## config.mk

```make
export PLATFORM = sky130hd
export DESIGN_NAME = imem_arbiter_flat
export DESIGN_NICKNAME = d
export VERILOG_FILES = /design/src/rtl/imem_arbiter_if.sv /design/src/rtl/imem_arbiter.sv /design/src/flat_wrapper.sv
export SDC_FILE = /design/constraint.sdc
export NUM_CORES = 1
export LEC_CHECK = 0
export ABC_CLOCK_PERIOD_IN_PS = 14700
export CORE_AREA = 5 5 95 97
export CTS_CLUSTER_SIZE = 28
export DETAILED_ROUTE_END_ITERATION = 12
export DIE_AREA = 0 0 100 102
export PLACE_DENSITY = 0.83
export SLEW_MARGIN = 20
export SYNTH_ARGS = -nofsm -noshare
export SYNTH_HDL_FRONTEND = slang
export SYNTH_SLANG_ARGS = --single-unit
```

## constraint.sdc

```tcl
create_clock -name clk -period 14.7 [get_ports clk]
set_input_delay 3.675 -clock clk [delete_from_list [all_inputs] [get_ports clk]]
set_output_delay 3.675 -clock clk [all_outputs]
set_load 0.01 [all_outputs]
```

## src/rtl/imem_arbiter_if.sv

```systemverilog
// Request/response and memory-side signals of the instruction-memory arbiter.
// The arbiter uses the slave modport; the fetch stage, debug unit and memory use master.
interface imem_arbiter_if #(
  parameter int unsigned IDX_W = 14
);
  logic             dbg_halt;

  logic             fetch_req_valid;
  logic             fetch_req_ready;
  logic [31:0]      fetch_addr;
  logic             fetch_flush;
  logic             fetch_rsp_valid;
  logic [31:0]      fetch_rsp_data;
  logic             fetch_rsp_err;

  logic             dbg_req_valid;
  logic             dbg_req_ready;
  logic             dbg_we;
  logic [31:0]      dbg_addr;
  logic [31:0]      dbg_wdata;
  logic             dbg_rsp_valid;
  logic [31:0]      dbg_rsp_rdata;
  logic             dbg_rsp_err;

  logic             mem_en;
  logic             mem_we;
  logic [IDX_W-1:0] mem_index;
  logic [31:0]      mem_wdata;
  logic [31:0]      mem_rdata;

  modport slave (
    input  dbg_halt, fetch_req_valid, fetch_addr, fetch_flush,
    input  dbg_req_valid, dbg_we, dbg_addr, dbg_wdata, mem_rdata,
    output fetch_req_ready, fetch_rsp_valid, fetch_rsp_data, fetch_rsp_err,
    output dbg_req_ready, dbg_rsp_valid, dbg_rsp_rdata, dbg_rsp_err,
    output mem_en, mem_we, mem_index, mem_wdata
  );

  modport master (
    output dbg_halt, fetch_req_valid, fetch_addr, fetch_flush,
    output dbg_req_valid, dbg_we, dbg_addr, dbg_wdata, mem_rdata,
    input  fetch_req_ready, fetch_rsp_valid, fetch_rsp_data, fetch_rsp_err,
    input  dbg_req_ready, dbg_rsp_valid, dbg_rsp_rdata, dbg_rsp_err,
    input  mem_en, mem_we, mem_index, mem_wdata
  );
endinterface

```

## src/rtl/imem_arbiter.sv

```systemverilog
// Shares a single-ported instruction memory between fetch and debug: round-robin arbitration,
// byte-address to word-index translation with range checks, and one-cycle response path.
module imem_arbiter #(
  parameter int unsigned DEPTH = 10240,
  parameter logic [31:0] BASE  = 32'h4,
  parameter int unsigned IDX_W = 14
) (
  input logic           clk,
  input logic           rst,
  imem_arbiter_if.slave bus
);

  typedef enum logic [1:0] {OwnNone, OwnFetch, OwnDbg} owner_e;

  owner_e rsp_owner_q, rsp_owner_d;
  logic   rsp_err_q, rsp_err_d;
  logic   rsp_is_write_q, rsp_is_write_d;
  logic   fetch_kill_q, fetch_kill_d;
  logic   last_dbg_q, last_dbg_d;

  logic fetch_err, dbg_err;
  logic grant_fetch, grant_dbg;

  function automatic logic addr_err(input logic [31:0] addr);
    logic [31:0] off;
    off = addr - BASE;
    return (addr[1:0] != 2'b00) || (addr < BASE) || ((off >> 2) >= DEPTH);
  endfunction

  function automatic logic [IDX_W-1:0] word_idx(input logic [31:0] addr);
    logic [31:0] off;
    off = addr - BASE;
    return IDX_W'(off >> 2);
  endfunction

  // Halt hands debug the port outright; otherwise a tie goes to whoever lost last time.
  always_comb begin
    fetch_err   = addr_err(bus.fetch_addr);
    dbg_err     = addr_err(bus.dbg_addr);
    grant_dbg   = !rst && bus.dbg_req_valid &&
                  (bus.dbg_halt || !bus.fetch_req_valid || !last_dbg_q);
    grant_fetch = !rst && bus.fetch_req_valid && !bus.dbg_halt && !grant_dbg;
  end

  always_comb begin
    bus.fetch_req_ready = grant_fetch;
    bus.dbg_req_ready   = grant_dbg;
    bus.mem_en          = (grant_dbg && !dbg_err) || (grant_fetch && !fetch_err);
    bus.mem_we          = grant_dbg && !dbg_err && bus.dbg_we;
    bus.mem_index       = '0;
    if (bus.mem_en) begin
      bus.mem_index = grant_dbg ? word_idx(bus.dbg_addr) : word_idx(bus.fetch_addr);
    end
    bus.mem_wdata       = bus.mem_we ? bus.dbg_wdata : 32'h0;
  end

  always_comb begin
    rsp_owner_d    = OwnNone;
    rsp_err_d      = 1'b0;
    rsp_is_write_d = 1'b0;
    fetch_kill_d   = 1'b0;
    last_dbg_d     = last_dbg_q;
    if (grant_dbg) begin
      rsp_owner_d    = OwnDbg;
      rsp_err_d      = dbg_err;
      rsp_is_write_d = bus.dbg_we;
      last_dbg_d     = 1'b1;
    end else if (grant_fetch) begin
      rsp_owner_d    = OwnFetch;
      rsp_err_d      = fetch_err;
      fetch_kill_d   = bus.fetch_flush;
      last_dbg_d     = 1'b0;
    end
  end

  always_ff @(posedge clk or posedge rst) begin
    if (rst) begin
      rsp_owner_q    <= OwnNone;
      rsp_err_q      <= 1'b0;
      rsp_is_write_q <= 1'b0;
      fetch_kill_q   <= 1'b0;
      last_dbg_q     <= 1'b0;
    end else begin
      rsp_owner_q    <= rsp_owner_d;
      rsp_err_q      <= rsp_err_d;
      rsp_is_write_q <= rsp_is_write_d;
      fetch_kill_q   <= fetch_kill_d;
      last_dbg_q     <= last_dbg_d;
    end
  end

  // A flush in either the accept cycle or the response cycle kills the fetch response.
  always_comb begin
    bus.fetch_rsp_valid = (rsp_owner_q == OwnFetch) && !fetch_kill_q && !bus.fetch_flush;
    bus.fetch_rsp_err   = bus.fetch_rsp_valid && rsp_err_q;
    bus.fetch_rsp_data  = (bus.fetch_rsp_valid && !rsp_err_q) ? bus.mem_rdata : 32'h0;
    bus.dbg_rsp_valid   = (rsp_owner_q == OwnDbg);
    bus.dbg_rsp_err     = bus.dbg_rsp_valid && rsp_err_q;
    bus.dbg_rsp_rdata   = (bus.dbg_rsp_valid && !rsp_err_q && !rsp_is_write_q) ?
                          bus.mem_rdata : 32'h0;
  end

endmodule

```

## src/flat_wrapper.sv

```systemverilog
// flat-port wrapper written by rule: the top's interface ports become plain ports
module imem_arbiter_flat 
#(
  parameter int unsigned DEPTH = 10240,
  parameter logic [31:0] BASE  = 32'h4,
  parameter int unsigned IDX_W = 14
)
  (clk, rst, bus_dbg_halt, bus_fetch_req_valid, bus_fetch_addr, bus_fetch_flush, bus_dbg_req_valid, bus_dbg_we, bus_dbg_addr, bus_dbg_wdata, bus_mem_rdata, bus_fetch_req_ready, bus_fetch_rsp_valid, bus_fetch_rsp_data, bus_fetch_rsp_err, bus_dbg_req_ready, bus_dbg_rsp_valid, bus_dbg_rsp_rdata, bus_dbg_rsp_err, bus_mem_en, bus_mem_we, bus_mem_index, bus_mem_wdata);
  imem_arbiter_if #(.IDX_W(IDX_W)) bus_i ();
  input logic clk;
  input logic rst;
  input wire logic [$bits(bus_i.dbg_halt)-1:0] bus_dbg_halt;
  input wire logic [$bits(bus_i.fetch_req_valid)-1:0] bus_fetch_req_valid;
  input wire logic [$bits(bus_i.fetch_addr)-1:0] bus_fetch_addr;
  input wire logic [$bits(bus_i.fetch_flush)-1:0] bus_fetch_flush;
  input wire logic [$bits(bus_i.dbg_req_valid)-1:0] bus_dbg_req_valid;
  input wire logic [$bits(bus_i.dbg_we)-1:0] bus_dbg_we;
  input wire logic [$bits(bus_i.dbg_addr)-1:0] bus_dbg_addr;
  input wire logic [$bits(bus_i.dbg_wdata)-1:0] bus_dbg_wdata;
  input wire logic [$bits(bus_i.mem_rdata)-1:0] bus_mem_rdata;
  output wire logic [$bits(bus_i.fetch_req_ready)-1:0] bus_fetch_req_ready;
  output wire logic [$bits(bus_i.fetch_rsp_valid)-1:0] bus_fetch_rsp_valid;
  output wire logic [$bits(bus_i.fetch_rsp_data)-1:0] bus_fetch_rsp_data;
  output wire logic [$bits(bus_i.fetch_rsp_err)-1:0] bus_fetch_rsp_err;
  output wire logic [$bits(bus_i.dbg_req_ready)-1:0] bus_dbg_req_ready;
  output wire logic [$bits(bus_i.dbg_rsp_valid)-1:0] bus_dbg_rsp_valid;
  output wire logic [$bits(bus_i.dbg_rsp_rdata)-1:0] bus_dbg_rsp_rdata;
  output wire logic [$bits(bus_i.dbg_rsp_err)-1:0] bus_dbg_rsp_err;
  output wire logic [$bits(bus_i.mem_en)-1:0] bus_mem_en;
  output wire logic [$bits(bus_i.mem_we)-1:0] bus_mem_we;
  output wire logic [$bits(bus_i.mem_index)-1:0] bus_mem_index;
  output wire logic [$bits(bus_i.mem_wdata)-1:0] bus_mem_wdata;
  assign bus_i.dbg_halt = bus_dbg_halt;
  assign bus_i.fetch_req_valid = bus_fetch_req_valid;
  assign bus_i.fetch_addr = bus_fetch_addr;
  assign bus_i.fetch_flush = bus_fetch_flush;
  assign bus_i.dbg_req_valid = bus_dbg_req_valid;
  assign bus_i.dbg_we = bus_dbg_we;
  assign bus_i.dbg_addr = bus_dbg_addr;
  assign bus_i.dbg_wdata = bus_dbg_wdata;
  assign bus_i.mem_rdata = bus_mem_rdata;
  assign bus_fetch_req_ready = bus_i.fetch_req_ready;
  assign bus_fetch_rsp_valid = bus_i.fetch_rsp_valid;
  assign bus_fetch_rsp_data = bus_i.fetch_rsp_data;
  assign bus_fetch_rsp_err = bus_i.fetch_rsp_err;
  assign bus_dbg_req_ready = bus_i.dbg_req_ready;
  assign bus_dbg_rsp_valid = bus_i.dbg_rsp_valid;
  assign bus_dbg_rsp_rdata = bus_i.dbg_rsp_rdata;
  assign bus_dbg_rsp_err = bus_i.dbg_rsp_err;
  assign bus_mem_en = bus_i.mem_en;
  assign bus_mem_we = bus_i.mem_we;
  assign bus_mem_index = bus_i.mem_index;
  assign bus_mem_wdata = bus_i.mem_wdata;
  imem_arbiter #(.DEPTH(DEPTH), .BASE(BASE), .IDX_W(IDX_W)) u_core (.clk(clk), .rst(rst), .bus(bus_i));
endmodule
```

# Word level (Yosys, flattened, before mapping)
# Cells that the tools add are included.
# word_totals
reg_bits,6
latch_bits,0
ramBits,0
romBits,0
in_bits,135
out_inout_bits,118
mem_count,0
# op_classes
n_addsub,2
multipliers,0
n_div,0
magnitude_cmp,4
n_eq_ne,2
n_shift,0
mux,14
bitwise_logic,0
n_reduce_logical,36
# op_table
op,n
32-bit 2-to-1 mux,3
32-bit by 3-bit < comparator with 1-bit output (second input constant),2
32-bit by 3-bit subtractor with 32-bit output (second input constant),2
30-bit by 14-bit >= comparator with 1-bit output (second input constant),2
14-bit 2-to-1 mux,2
1-bit logical AND,15
1-bit logical NOT,11
1-bit 2-to-1 mux,8
1-bit logical OR,7
2-bit nonzero test,3
2-bit by 1-bit == test with 1-bit output (second input constant),1
2-bit == test (second input constant),1
2-bit 2-to-1 mux,1

# Depth between registers and ports, before layout
# logic_depth
word_depth,9
ltp_mapped,10
depth_no_buf,8

# Least setup slack after synthesis
# No wires, ideal clock.
# synth_path
path_kind,input to output
startpoint,input port bus_dbg_addr[2]
endpoint,output port bus_mem_index[0]
arrival_ps,6176
required_ps,11025
slack_ps,4849
path_stages,8
path_buffers,1
path_cell_list,inv_1 -> ha_1 -> or4b_1 -> clkbuf_1 -> or4_4 -> a2111oi_4 -> a32oi_4 -> o32ai_1
# synth_between
elab_chain_len,7
word_cells_on_any_way,10
# synth_rtl
element,line,source
"start, declared",flat_wrapper.sv:18,input wire logic [$bits(bus_i.dbg_addr)-1:0] bus_dbg_addr;
32-bit by 3-bit subtractor with 32-bit output / 32-bit by 3-bit < comparator with 1-bit output (equally long branches),"imem_arbiter.sv:26, imem_arbiter.sv:27",
30-bit by 14-bit >= comparator with 1-bit output / 1-bit logical OR (equally long branches),imem_arbiter.sv:27,return (addr[1:0] != 2'b00) || (addr < BASE) || ((off >> 2) >= DEPTH);
1-bit logical OR,imem_arbiter.sv:27,
1-bit logical NOT,imem_arbiter.sv:48,bus.mem_en = (grant_dbg && !dbg_err) || (grant_fetch && !fetch_err);
1-bit logical AND,imem_arbiter.sv:48,
1-bit logical OR,imem_arbiter.sv:48,
14-bit 2-to-1 mux *,imem_arbiter.sv:51,if (bus.mem_en) begin
"end, declared",flat_wrapper.sv:31,output wire logic [$bits(bus_i.mem_index)-1:0] bus_mem_index;
# Every way passes the cells marked *; elsewhere a longest branch is shown, timed or not.

# Worst setup path after layout
# layout_path
startpoint,input port bus_dbg_addr[2]
endpoint,output port bus_mem_index[10]
# The elaborated chain is that of the path after synthesis.

==> results by group <==
Run status
  • Outcome: completed

Placement
  • GP Congestion: 0.965
  • Cells after DPL: 626
  • PortBufs: roughly 250
  • Hpwl dp: 9500 um

Setup path
  • End point of the critical path: bus_mem_index[10]
  • Crit path required time: 11.02 ns
  • R2R Path Start: u_core.last_dbg_q
  • Critical Path AT: 7.49 ns
  • Reg2reg end: u_core.rsp_is_write_q
  • Type of origin of the critical path: input pin
  • Setup CP Type: input pin to output pin
  • CP endpoint kind: output pin
  • R2R depth: 3
  • Critical Path Fanout Max: 7
  • Reg2reg setup slack: 12.97 ns
  • Setup crit start: bus_dbg_addr[2]

STA
  • Slew headroom: 0.486
  • Clock period minus worst slack: 11.17 ns
  • Final Hold Vio Count: 0
  • Final worst path period share: 0.760
  • Slew Limit Fails: 0
  • Fmax: 89.5 MHz
  • Worst slew pin tran: 0.752 ns
  • # setup viols final: 0
  • RSZ-0062 raised after global routing: false
  • Clock skew: between 0.0015 and 0.002 ns
  • Setup tns final: 0 ns
  • WHS: 0.517 ns

Global route
  • Met1 GRT Util: 0.198
  • Initial antenna violation count: 0
  • Most Used Layer, Global Route: met2
  • First-pass GRT wire length: 15600 um
  • GRT overflow: 0
  • Largest net degree at the start of global routing: 34
  • Vias in the first global route: approximately 3000
  • Met3 usage in global routing: 0.0410
  • Met2 Usage GRT: 0.383
  • GRT Util Overall: 0.190

Flow run
  • Max Cap Violations: 0

Synthesis
  • Count of mapped cells out of synthesis: 280
  • Cell area after synthesis: 2010 um^2
  • Syn_nets: 417
  • Seq/Total Area, Yosys: 0.0747
  • Netlist cell types: 44
  • Synth warn: 0
  • Mapped Avg Cell Area: 7.18 um^2
  • Seq cells post-synth: 6

Die
  • Die area: between 10000 and 15000 um^2
  • # IOs: around 250
  • Die Y: 102 um
  • Initial Utilization: 0.250
  • Total core area: 8050 um^2
  • Die width: 100 um
  • Rows: 33

Detailed routing
  • Avg WL per Cell: 17.1 um
  • Vias: 3004
  • Final Routed Wirelength: 10800 um
  • Antenna Violating Nets Remaining: 0
  • DRT iter0 DRCs: 88
  • Drt first pass iters: 4
  • Vias per inst: 4.78
  • Drt drc: 0

Clock network
  • CTS Hold Bufs: 0
  • CTS tree: done
  • Root Driver: clkbuf_8
  • H-tree depth: 1
  • Worst-Skew Late Latency: 0.22 ns
  • Clk buf depth: 2
  • Setup repair bufs after CTS: 0
  • Worst-path clk slew: 0.04 ns
  • Num CTS Buffers: 3
  • Post-CTS sizing: 0
  • Clk sinks: 6

Pwr
  • Peak supply drop: roughly 0.000016 V
  • Cell Pwr Density: 26.1 nW/um^2
  • Leak pwr: 1.67 nW
  • Total power: 0.122 mW

Cells and area
  • Layout net count: 663
  • Share of layout cells above drive strength 1: 0.0477
  • Final Instance Count excl. Fillers: 629
  • Layout area overhead: 132%
  • Fillers: between 700 and 800
  • # diodes: 0

Hold path
  • HP Class: flip-flop to flip-flop
-- cell usage after synthesis (all sizes together) --
| master | n | share of area |
|---|---|---|
| a2111oi | 2 | 0.018 |
| a211o | 1 | 0.0044 |
| a21o | 2 | 0.0075 |
| a21oi | 3 | 0.0075 |
| a221oi | 3 | 0.013 |
| a22o | 1 | 0.0044 |
| a31o | 2 | 0.0087 |
| a31oi | 1 | 0.0031 |
| a32oi | 1 | 0.014 |
| a41o | 1 | 0.0050 |
| and2 | 101 | 0.31 |
| and4 | 2 | 0.010 |
| and4b | 1 | 0.0050 |
| buf | 3 | 0.011 |
| clkbuf | 10 | 0.019 |
| dfrtp | 6 | 0.075 |
| ha | 2 | 0.012 |
| inv | 12 | 0.022 |
| mux2i | 1 | 0.0050 |
| nand2 | 18 | 0.034 |
| nand3 | 4 | 0.010 |
| nand4 | 4 | 0.012 |
| nor2 | 12 | 0.022 |
| nor2b | 5 | 0.016 |
| nor3 | 10 | 0.025 |
| nor3b | 2 | 0.0075 |
| nor4 | 14 | 0.056 |
| nor4b | 1 | 0.0044 |
| o21ai | 3 | 0.0075 |
| o311ai | 1 | 0.0044 |
| o31a | 3 | 0.013 |
| o32ai | 11 | 0.078 |
| o41ai | 1 | 0.0044 |
| or2 | 1 | 0.0031 |
| or3 | 6 | 0.019 |
| or4 | 5 | 0.021 |
| or4b | 1 | 0.0050 |
| xnor2 | 14 | 0.061 |
| xor2 | 9 | 0.039 |
-- power by group --
part | switching (mW) | internal (mW) | total [mW]
Combinational | 0.0286 | 0.0498 | 0.0784
Sequential | 0.00122 | 0.0182 | 0.0194
Clock | 0.00659 | 0.0175 | 0.0241
Total | 0.0364 | 0.0856 | 0.122
-- state kept, by name, indices dropped and copies added, names as in the netlist --
name                   flops
u_core.rsp_owner_q         2
u_core.fetch_kill_q        1
u_core.rsp_err_q           1
u_core.last_dbg_q          1
u_core.rsp_is_write_q      1
-- critical path, stage by stage --
cell and delay, ns:
clkdlybuf4s50_1 0.46, inv_1 0.08, ha_1 0.21, or4b_1 0.61, nor4_2 0.34, mux2i_1 0.14
nor4_2 0.64, nand4_1 0.33, a221oi_1 0.40, clkdlybuf4s50_1 0.60
-- through the flow --
step	area (um^2)	util	worst slack, ns
4_1_cts	4670	0.579	3.53
6_report	4670	0.579	3.53
2_1_floorplan	2010	-	4.85
3_5_place_dp	4620	0.574	3.56
5_1_grt	4670	0.579	3.36
3_3_place_gp	4620	0.574	3.68
-- layout by cell type, fill, tap and decap left out, drive strengths merged, types with 4 or more instances in the layout --
cell / count
clkdlybuf4s50: 252
and2: 101
nand2: 18
xnor2: 14
nor4: 14
inv: 12
nor2: 12
o32ai: 11
nor3: 10
xor2: 9
or3: 6
dfrtp: 6
nor2b: 5
or4: 5
nand4: 4
nand3: 4
-- logic make-up after synthesis --
logic type,Yosys count,synth area share
simple gates,187,0.563
fa+ha+maj,2,0.0124
buf+inv,25,0.0523
xor+xnor,23,0.100
compound gates,36,0.192
mux,1,0.00498
flops,6,0.0747
-- metal layers --
layer / wire [um] / up-vias
li1: - / 1477
met1: 3930 / 1346
met2: 5770 / 165
met3: 918 / 16
met4: 157 / 0
met5: 0 / -
-- final cells by class --
cell class,instances,area [um^2],area share
Clock buffer,3,41.3,0.00885
Sequential cell,6,150,0.0322
Inverter,12,45.0,0.00965
Timing Repair Buffer,254,2540,0.544
Tap cell,105,131,0.0282
Multi-Input combinational cell,249,1760,0.377
-- how the worst min path moves through the flow --
stage | from | endpoint | slack, ns | cells after the start
2_1_floorplan | u_core.last_dbg_q | u_core.last_dbg_q | 0.48 | 1
3_3_place_gp | u_core.last_dbg_q | u_core.last_dbg_q | 0.50 | 1
3_5_place_dp | u_core.last_dbg_q | u_core.last_dbg_q | 0.52 | 1
4_1_cts | u_core.last_dbg_q | u_core.last_dbg_q | 0.53 | 1
5_1_grt | u_core.last_dbg_q | u_core.last_dbg_q | 0.58 | 1
6_report | u_core.last_dbg_q | u_core.last_dbg_q | 0.52 | 1
Note: power is estimated with default switching activity, not from simulation.
==> RTL edit (same settings) <==
`IDX_W` is set to 14 in 3 places; all go to 16.
--- a/src/rtl/imem_arbiter_if.sv
+++ b/src/rtl/imem_arbiter_if.sv
@@ -1,7 +1,7 @@
 // Request/response and memory-side signals of the instruction-memory arbiter.
 // The arbiter uses the slave modport; the fetch stage, debug unit and memory use master.
 interface imem_arbiter_if #(
-  parameter int unsigned IDX_W = 14
+  parameter int unsigned IDX_W = 16
 );
   logic             dbg_halt;
 
--- a/src/rtl/imem_arbiter.sv
+++ b/src/rtl/imem_arbiter.sv
@@ -3,7 +3,7 @@
 module imem_arbiter #(
   parameter int unsigned DEPTH = 10240,
   parameter logic [31:0] BASE  = 32'h4,
-  parameter int unsigned IDX_W = 14
+  parameter int unsigned IDX_W = 16
 ) (
   input logic           clk,
   input logic           rst,
--- a/src/flat_wrapper.sv
+++ b/src/flat_wrapper.sv
@@ -3,7 +3,7 @@
 #(
   parameter int unsigned DEPTH = 10240,
   parameter logic [31:0] BASE  = 32'h4,
-  parameter int unsigned IDX_W = 14
+  parameter int unsigned IDX_W = 16
 )
   (clk, rst, bus_dbg_halt, bus_fetch_req_valid, bus_fetch_addr, bus_fetch_flush, bus_dbg_req_valid, bus_dbg_we, bus_dbg_addr, bus_dbg_wdata, bus_mem_rdata, bus_fetch_req_ready, bus_fetch_rsp_valid, bus_fetch_rsp_data, bus_fetch_rsp_err, bus_dbg_req_ready, bus_dbg_rsp_valid, bus_dbg_rsp_rdata, bus_dbg_rsp_err, bus_mem_en, bus_mem_we, bus_mem_index, bus_mem_wdata);
   imem_arbiter_if #(.IDX_W(IDX_W)) bus_i ();
Ports: changed (resized bus_mem_index); port bits go from 253 to 255. No check against the original RTL was run, so the function may have changed too.
==> RTL edit against the original RTL <==
- global-route usage is 2.8 points higher
- synthesized area is 21% higher
- via count is 18% higher
- critical path depth up 2
- sequential cell count unchanged
- clock skew about the same
- critical endpoint is now bus_mem_wdata[3]
- fmax is 4.8% lower
- total power grew 4.7%
- setup slack lost 0.56 ns
- count of clock-buffer cells in the layout unchanged
- routed wire length rose by 14%
- design area rose by 7.7%
- worst hold slack gained 0.0092 ns
==> RTL edit: results (changes against the original RTL) <==
[run_status]
outcome=finished clean  ; unchanged

[final_layout]
fillCellCount=701  ; was 732
regMostFlops=u_core.rsp_owner_q  ; unchanged
drive_gt1_share_pct=2.85  ; was 4.77%
n_antenna_cell=0  ; unchanged
num-nets-final=736  ; was 663
largest_register_ffs=2  ; unchanged

[clock_network]
cts_buffer_depth=2  ; unchanged
cts_resized=0  ; unchanged
htreeDepth=1  ; unchanged
numCtsBuffers=3  ; unchanged
clk_latency_ns=0.22  ; about the same
clk_pin_slew_ns=0.03
post_cts_buffers=0  ; unchanged
clockRootBuffer=clkbuf_8  ; unchanged

[place]
port_buffers=252  ; unchanged
place_hpwl_mm=10.7  ; was 9.50 mm
place_congestion=0.918  ; was 0.965

[global_route]
grt_pass1_vias=3502  ; was 3,004
grt_pass1_wl_mm=17.9  ; was 15.6 mm
grtUsageTotal_pct=21.7  ; was 19.0%
grt_max_degree=34  ; unchanged

[logic_synthesis]
synth_area_leaders=and2_1 26%, dfrtp_1 6.2%, nor4_1 4.9%, xnor2_1 4.3%, xor2_1 3.6%  ; was and2_1 31%, dfrtp_1 7.5%, o32ai_2 6.5%, xnor2_1 6.1%, xor2_1 3.9%
ys_top_cells_by_count=101 x and2_1, 23 x nor2_1, 19 x nor4_1, 17 x nand2_1  ; was 101 x and2_1, 18 x nand2_1, 14 x xnor2_1, 12 x inv_1, 12 x nor2_1
yosys.cell_types.count=58  ; was 44
yosysSeqAreaShare_pct=6.19  ; was 7.47%
synthArstFlopShare_pct=100  ; unchanged
synth-main-ff-cell=dfrtp_1  ; unchanged

[setup_path]
cp_slowest_cell=nor4_4  ; was nor4_2
crit_path_max_fanout=20  ; was 7
r2r_start=u_core.last_dbg_q  ; unchanged
slowest_delay_ns=0.76  ; was 0.64 ns
path_delay_family=simple AND/OR/NAND/NOR gates  ; unchanged
crit_arrival_ns=8.06  ; was 7.49 ns
critPathLaunch=bus_dbg_addr[2]  ; unchanged

[drt]
dr.pass1.iters=4  ; unchanged
wire_per_inst_um=17.5  ; was 17.1 µm
vias_per_cell=5.08  ; was 4.78
drt_iter0_markers=110  ; was 88

[sta]
worst_pin_slew_ns=0.793  ; was 0.752 ns
clock_skew_ns=0.00130  ; was 0.00175 ns

[pwr]
vdd_drop_max_mv=0.0136  ; was 0.0157 mV
p_leak_nw=1.79  ; was 1.67 nW

[run]
maxCapViolations=0  ; unchanged

[min_path]
hold_start=u_core.last_dbg_q  ; unchanged
hold_path.class=flip-flop to flip-flop  ; unchanged

## RTL edit: cell count changes in the layout (fill, tap and decap cells not counted), moves of 5 or more
| cell | delta |
|---|---|
| nor2_1 | +11 |
| nor4_1 | +9 |
| o32ai_2 | -8 |
| a211oi_1 | +7 |
| nand2b_1 | +6 |
| o31ai_1 | +6 |
| nor3_1 | +5 |
| o22ai_1 | +5 |
## RTL edit: routing by layer
| metal | wire (µm) | track usage [%] | up-vias |
|---|---|---|---|
| li1 | - | - | 1777 |
| met1 | 4570 | 24.1 | 1596 |
| met2 | 6480 | 42.2 | 169 |
| met3 | 1010 | 4.64 | 16 |
| met4 | 207 | 4.97 | 0 |
| met5 | 0 | 0 | - |
## RTL edit: through the flow
stage / instances / hold WS (ns) / area, µm² / worst slack [ns] / util (%)
6_report: 701 / 0.526 / 5020 / 2.97 / 62.4
5_1_grt: 701 / 0.563 / 5020 / 2.73 / 62.4
4_1_cts: 700 / 0.531 / 5010 / 2.86 / 62.3
3_5_place_dp: 697 / 0.528 / 4970 / 2.86 / 61.7
3_3_place_gp: 697 / 0.497 / 4970 / 3.10 / 61.7
2_1_floorplan: 362 / 0.479 / 2430 / 4.68 / -
## RTL edit: logic make-up (layout without fill, tap and decap cells)
logic type      after synthesis  count (layout)  synth area share, %
simple gates                234             234                 58.3
compound gates               56              56                 17.9
buf+inv                      38             272                 7.58
xor+xnor                     22              22                 7.95
flops                         6               6                 6.19
fa+ha+maj                     3               3                 1.55
other cells                   1               2                0.155
mux                           1               1                0.413
## RTL edit: worst reg2reg max path, stage by stage (launching register included)
cell and delay, ns:
dfrtp_1 0.37, a21o_1 0.54, clkinv_1 0.49, nand2_1 0.28, inv_1 0.06
## RTL edit: final cells by class
type	instances	area (µm²)	area share [%]
repair buffers	255	2550	50.7
multi-input cells	318	2100	41.8
flip-flops and latches	6	150	2.99
well taps	105	131	2.62
inverters	14	52.6	1.05
clock buffers	3	41.3	0.822
## RTL edit: path summary, 6_finish.rpt
path	to	cells after the start	slack, ns
min reg2reg	u_core.last_dbg_q	1	0.53
max in group asynchronous	u_core.rsp_is_write_q	2	10.80
max	bus_mem_wdata[3]	12	2.97
max reg2reg	u_core.rsp_is_write_q	4	12.86
min in group asynchronous	u_core.rsp_owner_q[0]	2	3.69
min	u_core.last_dbg_q	1	0.53
## RTL edit: where the power goes
group	switching, W	internal (W)
Clock	0.00000658	0.0000175
Combinational	0.0000331	0.0000510
Sequential	0.00000128	0.0000182
